===== src/rtl/cpu_pkg.sv =====
// Shared definitions for the 8-bit bus CPU: opcodes, ALU select codes,
// T-state encodings and the control-word field positions.
package cpu_pkg;

    localparam int OP_WIDTH = 4;
    localparam int NUM_T    = 6;
    localparam int T_W      = 3;

    // Opcodes (upper nibble of IR); 1010-1101 decode as NOP.
    localparam logic [3:0] OP_NOP = 4'b0000;
    localparam logic [3:0] OP_LDA = 4'b0001;
    localparam logic [3:0] OP_ADD = 4'b0010;
    localparam logic [3:0] OP_SUB = 4'b0011;
    localparam logic [3:0] OP_MLT = 4'b0100;
    localparam logic [3:0] OP_DIV = 4'b0101;
    localparam logic [3:0] OP_STA = 4'b0110;
    localparam logic [3:0] OP_LDI = 4'b0111;
    localparam logic [3:0] OP_JMP = 4'b1000;
    localparam logic [3:0] OP_JZ  = 4'b1001;
    localparam logic [3:0] OP_OUT = 4'b1110;
    localparam logic [3:0] OP_HLT = 4'b1111;

    // ALU select codes, shared with the ALU.
    localparam logic [1:0] ALU_ADD = 2'b00;
    localparam logic [1:0] ALU_SUB = 2'b01;
    localparam logic [1:0] ALU_MLT = 2'b10;
    localparam logic [1:0] ALU_DIV = 2'b11;

    // T-state encodings.
    localparam logic [T_W-1:0] T0 = 3'd0;
    localparam logic [T_W-1:0] T1 = 3'd1;
    localparam logic [T_W-1:0] T2 = 3'd2;
    localparam logic [T_W-1:0] T3 = 3'd3;
    localparam logic [T_W-1:0] T4 = 3'd4;
    localparam logic [T_W-1:0] T5 = 3'd5;

    // Control-word bit positions.
    localparam int CW_PC_INC     = 0;
    localparam int CW_PC_EN      = 1;
    localparam int CW_PC_LOAD    = 2;
    localparam int CW_MAR_LOAD   = 3;
    localparam int CW_RAM_EN     = 4;
    localparam int CW_RAM_WE     = 5;
    localparam int CW_IR_LOAD    = 6;
    localparam int CW_IR_EN      = 7;
    localparam int CW_A_LOAD     = 8;
    localparam int CW_A_EN       = 9;
    localparam int CW_B_LOAD     = 10;
    localparam int CW_ALU_EN     = 11;
    localparam int CW_FLAGS_LOAD = 12;
    localparam int CW_OUT_LOAD   = 13;
    localparam int CW_ALU_SEL    = 14;  // two bits: 15:14
    localparam int CW_W          = 16;

    // ALU select for an arithmetic opcode (00 for anything else).
    function automatic logic [1:0] alu_sel_of(input logic [3:0] op);
        case (op)
            OP_SUB:  return ALU_SUB;
            OP_MLT:  return ALU_MLT;
            OP_DIV:  return ALU_DIV;
            default: return ALU_ADD;
        endcase
    endfunction

endpackage


===== src/rtl/control_sequencer_t_state_counter.sv =====
// Mod-NUM_T T-state counter with hold, early terminate and synchronous clear.
import cpu_pkg::*;

module t_state_counter #(
    parameter int NUM_T = 6
) (
    input  logic           clk,
    input  logic           clr_n,
    input  logic           adv,
    input  logic           last,
    output logic [T_W-1:0] t_state
);

    logic [T_W-1:0] t_state_reg;

    // Step to the next T-state, or wrap to T0 on the instruction's last step.
    always_ff @(posedge clk) begin
        if (!clr_n) begin
            t_state_reg <= T0;
        end else if (adv) begin
            if (last || (t_state_reg == T_W'(NUM_T - 1)))
                t_state_reg <= T0;
            else
                t_state_reg <= t_state_reg + 3'd1;
        end
    end

    assign t_state = t_state_reg;

endmodule


===== src/rtl/control_sequencer.sv =====
// Microcoded controller: fetch (T0,T1) then opcode/zf-decoded execute steps.
// Emits one control word per cycle; holds no datapath data.
import cpu_pkg::*;

module control_sequencer #(
    parameter int OP_WIDTH = 4,
    parameter int NUM_T    = 6
) (
    input  logic                clk,
    input  logic                clr_n,
    input  logic                run,
    input  logic [OP_WIDTH-1:0] opcode,
    input  logic                zf,
    output logic                pc_inc,
    output logic                pc_en,
    output logic                pc_load,
    output logic                mar_load,
    output logic                ram_en,
    output logic                ram_we,
    output logic                ir_load,
    output logic                ir_en,
    output logic                a_load,
    output logic                a_en,
    output logic                b_load,
    output logic [1:0]          alu_sel,
    output logic                alu_en,
    output logic                flags_load,
    output logic                out_load,
    output logic                hlt
);

    logic [T_W-1:0]  t_state;
    logic            halted_reg;
    logic            last;
    logic            arith;
    logic [CW_W-1:0] cw_next;
    logic [CW_W-1:0] cw;

    assign arith = (opcode == OP_ADD) || (opcode == OP_SUB) ||
                   (opcode == OP_MLT) || (opcode == OP_DIV);

    // Counter only moves while running and not halted.
    t_state_counter #(.NUM_T(NUM_T)) u_tsc (
        .clk     (clk),
        .clr_n   (clr_n),
        .adv     (run && !halted_reg),
        .last    (last),
        .t_state (t_state)
    );

    // Halt latches at the T2 edge of HLT and stays until reset.
    always_ff @(posedge clk) begin
        if (!clr_n)
            halted_reg <= 1'b0;
        else if (run && !halted_reg && (opcode == OP_HLT) && (t_state == T2))
            halted_reg <= 1'b1;
    end

    // Last T-state of the current instruction.
    always_comb begin
        last = 1'b0;
        if ((opcode == OP_LDA) || (opcode == OP_STA))
            last = (t_state == T3);
        else if (arith)
            last = (t_state == T5);
        else
            last = (t_state == T2);
    end

    // Control-word decode from (t_state, opcode, zf).
    always_comb begin
        cw_next = '0;
        case (t_state)
            T0: begin
                cw_next[CW_PC_EN]    = 1'b1;
                cw_next[CW_MAR_LOAD] = 1'b1;
            end
            T1: begin
                cw_next[CW_RAM_EN]  = 1'b1;
                cw_next[CW_IR_LOAD] = 1'b1;
                cw_next[CW_PC_INC]  = 1'b1;
            end
            T2: begin
                case (opcode)
                    OP_LDA, OP_ADD, OP_SUB, OP_MLT, OP_DIV, OP_STA: begin
                        cw_next[CW_IR_EN]    = 1'b1;
                        cw_next[CW_MAR_LOAD] = 1'b1;
                    end
                    OP_LDI: begin
                        cw_next[CW_IR_EN]  = 1'b1;
                        cw_next[CW_A_LOAD] = 1'b1;
                    end
                    OP_JMP: begin
                        cw_next[CW_IR_EN]   = 1'b1;
                        cw_next[CW_PC_LOAD] = 1'b1;
                    end
                    OP_JZ: begin
                        cw_next[CW_IR_EN]   = zf;
                        cw_next[CW_PC_LOAD] = zf;
                    end
                    OP_OUT: begin
                        cw_next[CW_A_EN]     = 1'b1;
                        cw_next[CW_OUT_LOAD] = 1'b1;
                    end
                    default: ;
                endcase
            end
            T3: begin
                if (opcode == OP_LDA) begin
                    cw_next[CW_RAM_EN] = 1'b1;
                    cw_next[CW_A_LOAD] = 1'b1;
                end else if (opcode == OP_STA) begin
                    cw_next[CW_A_EN]  = 1'b1;
                    cw_next[CW_RAM_WE] = 1'b1;
                end else if (arith) begin
                    cw_next[CW_RAM_EN] = 1'b1;
                    cw_next[CW_B_LOAD] = 1'b1;
                end
            end
            T4: begin
                // ALU computes here and registers at the end of T4.
                if (arith)
                    cw_next[CW_ALU_SEL +: 2] = alu_sel_of(opcode);
            end
            T5: begin
                // Same select as T4 so the re-registered result is identical.
                if (arith) begin
                    cw_next[CW_ALU_SEL +: 2]  = alu_sel_of(opcode);
                    cw_next[CW_ALU_EN]        = 1'b1;
                    cw_next[CW_A_LOAD]        = 1'b1;
                    cw_next[CW_FLAGS_LOAD]    = 1'b1;
                end
            end
            default: ;
        endcase
    end

    // Strobes are silent in reset, while frozen, and once halted.
    assign cw = (clr_n && run && !halted_reg) ? cw_next : '0;

    assign pc_inc     = cw[CW_PC_INC];
    assign pc_en      = cw[CW_PC_EN];
    assign pc_load    = cw[CW_PC_LOAD];
    assign mar_load   = cw[CW_MAR_LOAD];
    assign ram_en     = cw[CW_RAM_EN];
    assign ram_we     = cw[CW_RAM_WE];
    assign ir_load    = cw[CW_IR_LOAD];
    assign ir_en      = cw[CW_IR_EN];
    assign a_load     = cw[CW_A_LOAD];
    assign a_en       = cw[CW_A_EN];
    assign b_load     = cw[CW_B_LOAD];
    assign alu_en     = cw[CW_ALU_EN];
    assign flags_load = cw[CW_FLAGS_LOAD];
    assign out_load   = cw[CW_OUT_LOAD];
    assign alu_sel    = cw[CW_ALU_SEL +: 2];
    assign hlt        = halted_reg;

endmodule


===== config.mk =====
export PLATFORM = sky130hd
export DESIGN_NAME = control_sequencer
export DESIGN_NICKNAME = d
export VERILOG_FILES = /design/src/rtl/cpu_pkg.sv /design/src/rtl/control_sequencer_t_state_counter.sv /design/src/rtl/control_sequencer.sv
export SDC_FILE = /design/constraint.sdc
export NUM_CORES = 1
export LEC_CHECK = 0
export BUFFER_PORTS_ARGS = -buffer_cell sky130_fd_sc_hd__clkbuf_2
export CORE_MARGIN = 2
export CORE_UTILIZATION = 42
export DETAILED_ROUTE_END_ITERATION = 10
export GPL_ROUTABILITY_DRIVEN = 0
export GPL_TIMING_DRIVEN = 1
export HOLD_SLACK_MARGIN = 0.02
export PLACE_DENSITY = 0.74
export SKIP_CTS_REPAIR_TIMING = 1
export SYNTH_ARGS = -nofsm -noshare
export SYNTH_HDL_FRONTEND = slang
export SYNTH_SLANG_ARGS = --single-unit

===== constraint.sdc =====
create_clock -name clk -period 1.5 [get_ports clk]
set_clock_uncertainty 0.1 [all_clocks]
set_input_delay 0 -clock clk [delete_from_list [all_inputs] [get_ports clk]]
set_output_delay 0 -clock clk [all_outputs]
set_load 0.01 [all_outputs]

# Word level (Yosys, flattened, before mapping)
# Cells that the tools add are included.
[totals]
input_bits = 8
output_inout_bits = 17
register_bits = 4
elab_cells = 66
[classes]
n_addsub = 1
mux = 32
eq_ne = 16
reduce_logical = 15
[ops]
columns = ["cell", "n"]
rows = [
  ["2-to-1 mux 1 bit", 18],
  ["== test 4 x 3 -> 1 bit (second input constant)", 4],
  ["== test 4 bit (second input constant)", 4],
  ["2-to-1 mux 16 bit", 1],
  ["2-to-1 mux 2 bit", 5],
  ["one-hot mux 1 bit (2 select lines)", 5],
  ["== test 4 x 2 -> 1 bit (second input constant)", 2],
  ["OR reduction 8 bit", 1],
  ["== test 3 x 2 -> 1 bit (second input constant)", 2],
  ["== test 3 bit (second input constant)", 2],
  ["one-hot mux 2 bit (3 select lines)", 1],
  ["OR reduction 6 bit", 1],
  ["logical AND 1 bit", 5],
  ["logical OR 1 bit", 5],
  ["== test 4 x 1 -> 1 bit (second input constant)", 1],
  ["adder 3 x 1 -> 3 bit (second input constant)", 1],
  ["== test 3 x 1 -> 1 bit (second input constant)", 1],
  ["zero test 3 bit", 1],
  ["2-to-1 mux 3 bit", 1],
  ["one-hot mux 1 bit (3 select lines)", 1],
  ["OR reduction 2 bit", 1],
  ["zero test 1 bit", 1],
]

# Longest topological paths before layout
[depth]
ltp_word = 9
mapped_depth = 6
mapped_depth_nobuf = 5

# Modules after synthesis
# From an unflattened synthesis, not the netlist that was laid out.
[unflattened]
hier_cells = 77
hier_area_um2 = 575.6
[by_module_without_submodules]
columns = ["module", "area_per_inst_um2", "instances", "seq_area_each_um2", "cells_each"]
rows = [
  ["control_sequencer", 397.9, 1, 20.0, 60],
  ["t_state_counter", 177.7, 1, 60.1, 17],
]

# Least setup slack after synthesis
# No wires, ideal clock.
[synth_timing]
path_type = "register to register"
start = "register u_tsc.t_state_reg[0], in the netlist u_tsc.t_state[0]"
end = "register u_tsc.t_state_reg[2], in the netlist u_tsc.t_state[2]"
required_time_ns = 1.299
setup_ns = 0.101
path_slack_ns = -0.008
arrival_time_ns = 1.307
path_buffers = 0
synth_period_minus_slack_ns = 1.508
stages_incl_launch_ff = 6
path_cell_list = "dfxtp_1 -> ha_1 -> ha_1 -> and2b_4 -> a21boi_2 -> o41ai_1"
[synth_between]
elab_chain_cells = 5
elab_cells_between_ends = 8
cone_classes = "1 x add/sub; 3 x eq/ne; 3 x mux; 1 x reduce/logical"
[synth_rtl]
columns = ["element", "line", "source"]
rows = [
  ["from (decl)", "control_sequencer_t_state_counter.sv:14", "logic [T_W-1:0] t_state_reg;"],
  ["from (signal assigned)", "control_sequencer_t_state_counter.sv:24", "t_state_reg <= t_state_reg + 3'd1;"],
  ["== test 3 x 2 -> 1 bit / == test 3 bit (equally long branches)", "control_sequencer.sv:67, control_sequencer_t_state_counter.sv:21, control_sequencer.sv:65", ""],
  ["2-to-1 mux 1 bit", "control_sequencer.sv:64", "else if (arith)"],
  ["2-to-1 mux 1 bit", "control_sequencer.sv:62", "if ((opcode == OP_LDA) || (opcode == OP_STA))"],
  ["logical OR 1 bit", "control_sequencer_t_state_counter.sv:21", "if (last || (t_state_reg == T_W'(NUM_T - 1)))"],
  ["2-to-1 mux 3 bit *", "control_sequencer_t_state_counter.sv:21", ""],
]
# Mark *: on every way between the ends. The rest lies on a longest branch, timed or not.
# A chain may end at the register's enable or synchronous reset.

# Worst setup path after layout
[layout_timing]
start = "register u_tsc.t_state_reg[0], in the netlist u_tsc.t_state[0]"
end = "output a_load"
[layout_between]
elab_chain_cells = 3
elab_cells_between_ends = 5
cone_classes = "3 x eq/ne; 2 x mux"
[layout_rtl]
columns = ["element", "line", "source"]
rows = [
  ["== test 3 bit / == test 3 x 2 -> 1 bit (equally long branches)", "control_sequencer.sv:73", "case (t_state)"],
  ["one-hot mux 1 bit (3 select lines) *", "control_sequencer.sv:73", ""],
  ["2-to-1 mux 16 bit *", "control_sequencer.sv:139", "assign cw = (clr_n && run && !halted_reg) ? cw_next : '0;"],
  ["to (decl)", "control_sequencer.sv:22", "output logic a_load,"],
]
# Marks and branches as above.

==> run metrics <==
final worst slack -0.220 ns; DR vias around 750; Rel. slew slack 0.710; combinational group share of total power 0.468; post-synth net total ~90; Final setup viols 12; share of cells above drive strength 1 0.637; net switching fraction of the power 0.359; WHS Path Cells 2; Period Utilization, post-route 1.15; number of diodes 0; CP max stage delay 0.37 ns; cell mode on critical path ha_4; Syn Std Cell Area a little over 600 sq um; Clock Tree Root clkbuf_4; family with the most delay on the worst path flip-flops; Seq pwr share 0.259; critical path fanouts, max 4; Worst setup EP type output port; PortBufs 24; status finished with violations; post-route setup TNS -1.43 ns; Synth Register Bits 4; largest net degree at the start of global routing 13; Max-cap violations 0; CTS tree built; Reg2Reg Depth 5; syn avg cell area 7.76 sq um; post-synthesis sequential area ratio 0.131; clk_lat worst skew 0.23 ns; max reg flops 3; hold_ws -0.0261 ns; final-stage net count approximately 130; CP Launch Type flip-flop; drt wl/cell approximately 16 um; io pins 25; critical path's slowest cell dfxtp_4; Pins Over Slew Limit 0; Yosys top cell by area dfxtp_1; CP arrival between 1.5 and 2 ns; drt drc 0; initial antenna violation count 0; async set or reset register ratio after synthesis 0; Worst VDD drop around 0.48 mV; EDFF count, synth 0; first-pass GRT wire length ~2.5 mm; Hold Fails Final Rpt 1; Clock transition at path regs approximately 0.040 ns; pre-CTS setup slack -0.114 ns; WL final about 2.0 mm; Final Util 0.762; Bufs and invs on worst path 1; CTS H-tree lvls 1; initial drt markers 11; largest cells by area after synthesis dfxtp_1 (13%), ha_1 (10%), nand3_1 (4.1%); DRT antenna net count 0; number of buffers created by CTS 3; Warnings, synthesis 0; Synth Flop Type dfxtp_1; clk sinks 4; Setup CP Type reg -> out; maximum clock frequency approximately 580 MHz; synth unique cells 40; Starting Density 0.460; post-synth top area share 0.131; switching power total 169 uW; clk buf depth 2; drt first pass iters 4; core footprint about 0.0013 sq mm; Post-Synthesis Cells just under 80; Leakage Power around 0.43 nW; failing checks hold timing, setup timing; dpl hpwl 1.29 mm; crit-path cells ha_4, ha_4, or3b_1, a21oi_2, o211a_1, buf_2; Power Density between 400 and 500 mW/mm^2; GRT overflow 0; vias per cell 5.84; row count 13; Total GRT Usage 0.173; pin slew with the least headroom to its limit about 0.43 ns; Syn-to-layout area delta 65.7%; Critical Path RT 1.40 ns; vias in the first global route roughly 600; Clock Power Share 0.273; Worst path depth 6; HP Class in -> reg; Die X 42.2 um; Overall Power ~470 uW; final worst path period need between 1.5 and 2 ns; unrepaired setup endpoints after global routing yes; Internal Power approximately 300 uW; Chip Height between 40 and 50 um; Die Area 0.00178 sq mm
cell families after synthesis:
kind of cell | after synthesis | synth area share
AND/OR/NAND/NOR | 39 | 0.402
buffers and inverters | 12 | 0.118
flip-flops | 4 | 0.131
XOR/XNOR | 1 | 0.0143
AO/OA/AOI/OAI | 18 | 0.233
adder cells (fa/ha/maj) | 5 | 0.102
cell type report:
type / count / area (sq um)
Clock buffer: 3 / 22.5
Fill cell: 97 / 318
Inverter: 6 / 25.0
Multi-Input combinational cell: 63 / 623
Sequential cell: 4 / 87.6
Tap cell: 15 / 18.8
Timing Repair Buffer: 37 / 239
worst paths after layout:
| check | from | end | slack [ns] |
|---|---|---|---|
| setup / recovery | u_tsc.t_state[0] | a_load | -0.22 |
| hold / removal | clr_n | hlt | -0.03 |
| setup reg to reg | u_tsc.t_state[0] | u_tsc.t_state[2] | -0.06 |
| hold reg to reg | hlt | hlt | 0.40 |
power groups by stage:
stage          logic, mW  clock network, mW  registers, mW
2_1_floorplan     0.0897                  0          0.120
3_3_place_gp       0.145                  0          0.119
3_5_place_dp       0.147                  0          0.119
4_1_cts            0.148              0.137          0.117
5_1_grt            0.237              0.146          0.122
6_report           0.221              0.129          0.122
cells in the mapped netlist, types with 2 or more instances:
cell type  number
a21oi_1         3
a31oi_1         2
and2_1          3
buf_4           3
buf_6           2
dfxtp_1         4
ha_1            5
inv_1           5
nand2_1         6
nand3_1         5
nand3b_1        2
nor2_1          5
nor3_1          2
nor4_1          4
o41ai_1         2
or3b_1          2
metrics by stage:
stage               instance area, sq um  cells
floorplan                            616     79
global placement                     764    120
detailed placement                   764    120
CTS                                  787    123
global route                        1020    128
finish                              1020    128
metal layers:
| layer | track usage | routed length [um] | vias to the layer above | part of all wire |
|---|---|---|---|---|
| li1 | - | - | 366 | - |
| met1 | 0.210 | 814 | 353 | 0.40 |
| met2 | 0.311 | 1100 | 28 | 0.55 |
| met3 | 0.00862 | 98 | 0 | 0.049 |
| met4 | 0.0750 | 0 | 0 | 0 |
| met5 | 0 | 0 | - | 0 |
placed cells by master (no fill, tap or decap), types with 2 or more instances in the layout:
cell | Yosys | layout
nor3_2 | 0 | 2
buf_6 | 2 | 5
inv_1 | 5 | 3
buf_2 | 1 | 11
ha_4 | 0 | 5
nand2_1 | 6 | 4
or3b_1 | 2 | 2
a21oi_1 | 3 | 2
clkbuf_2 | 0 | 13
nand3b_1 | 2 | 2
clkbuf_4 | 0 | 3
buf_4 | 3 | 7
nand3_1 | 5 | 4
nor4_1 | 4 | 2
a21oi_2 | 1 | 2
dfxtp_2 | 0 | 3
nor2_1 | 5 | 5
nand2_2 | 1 | 2
inv_2 | 1 | 2
and2_1 | 3 | 3
Note: power is estimated with default switching activity, not from simulation.
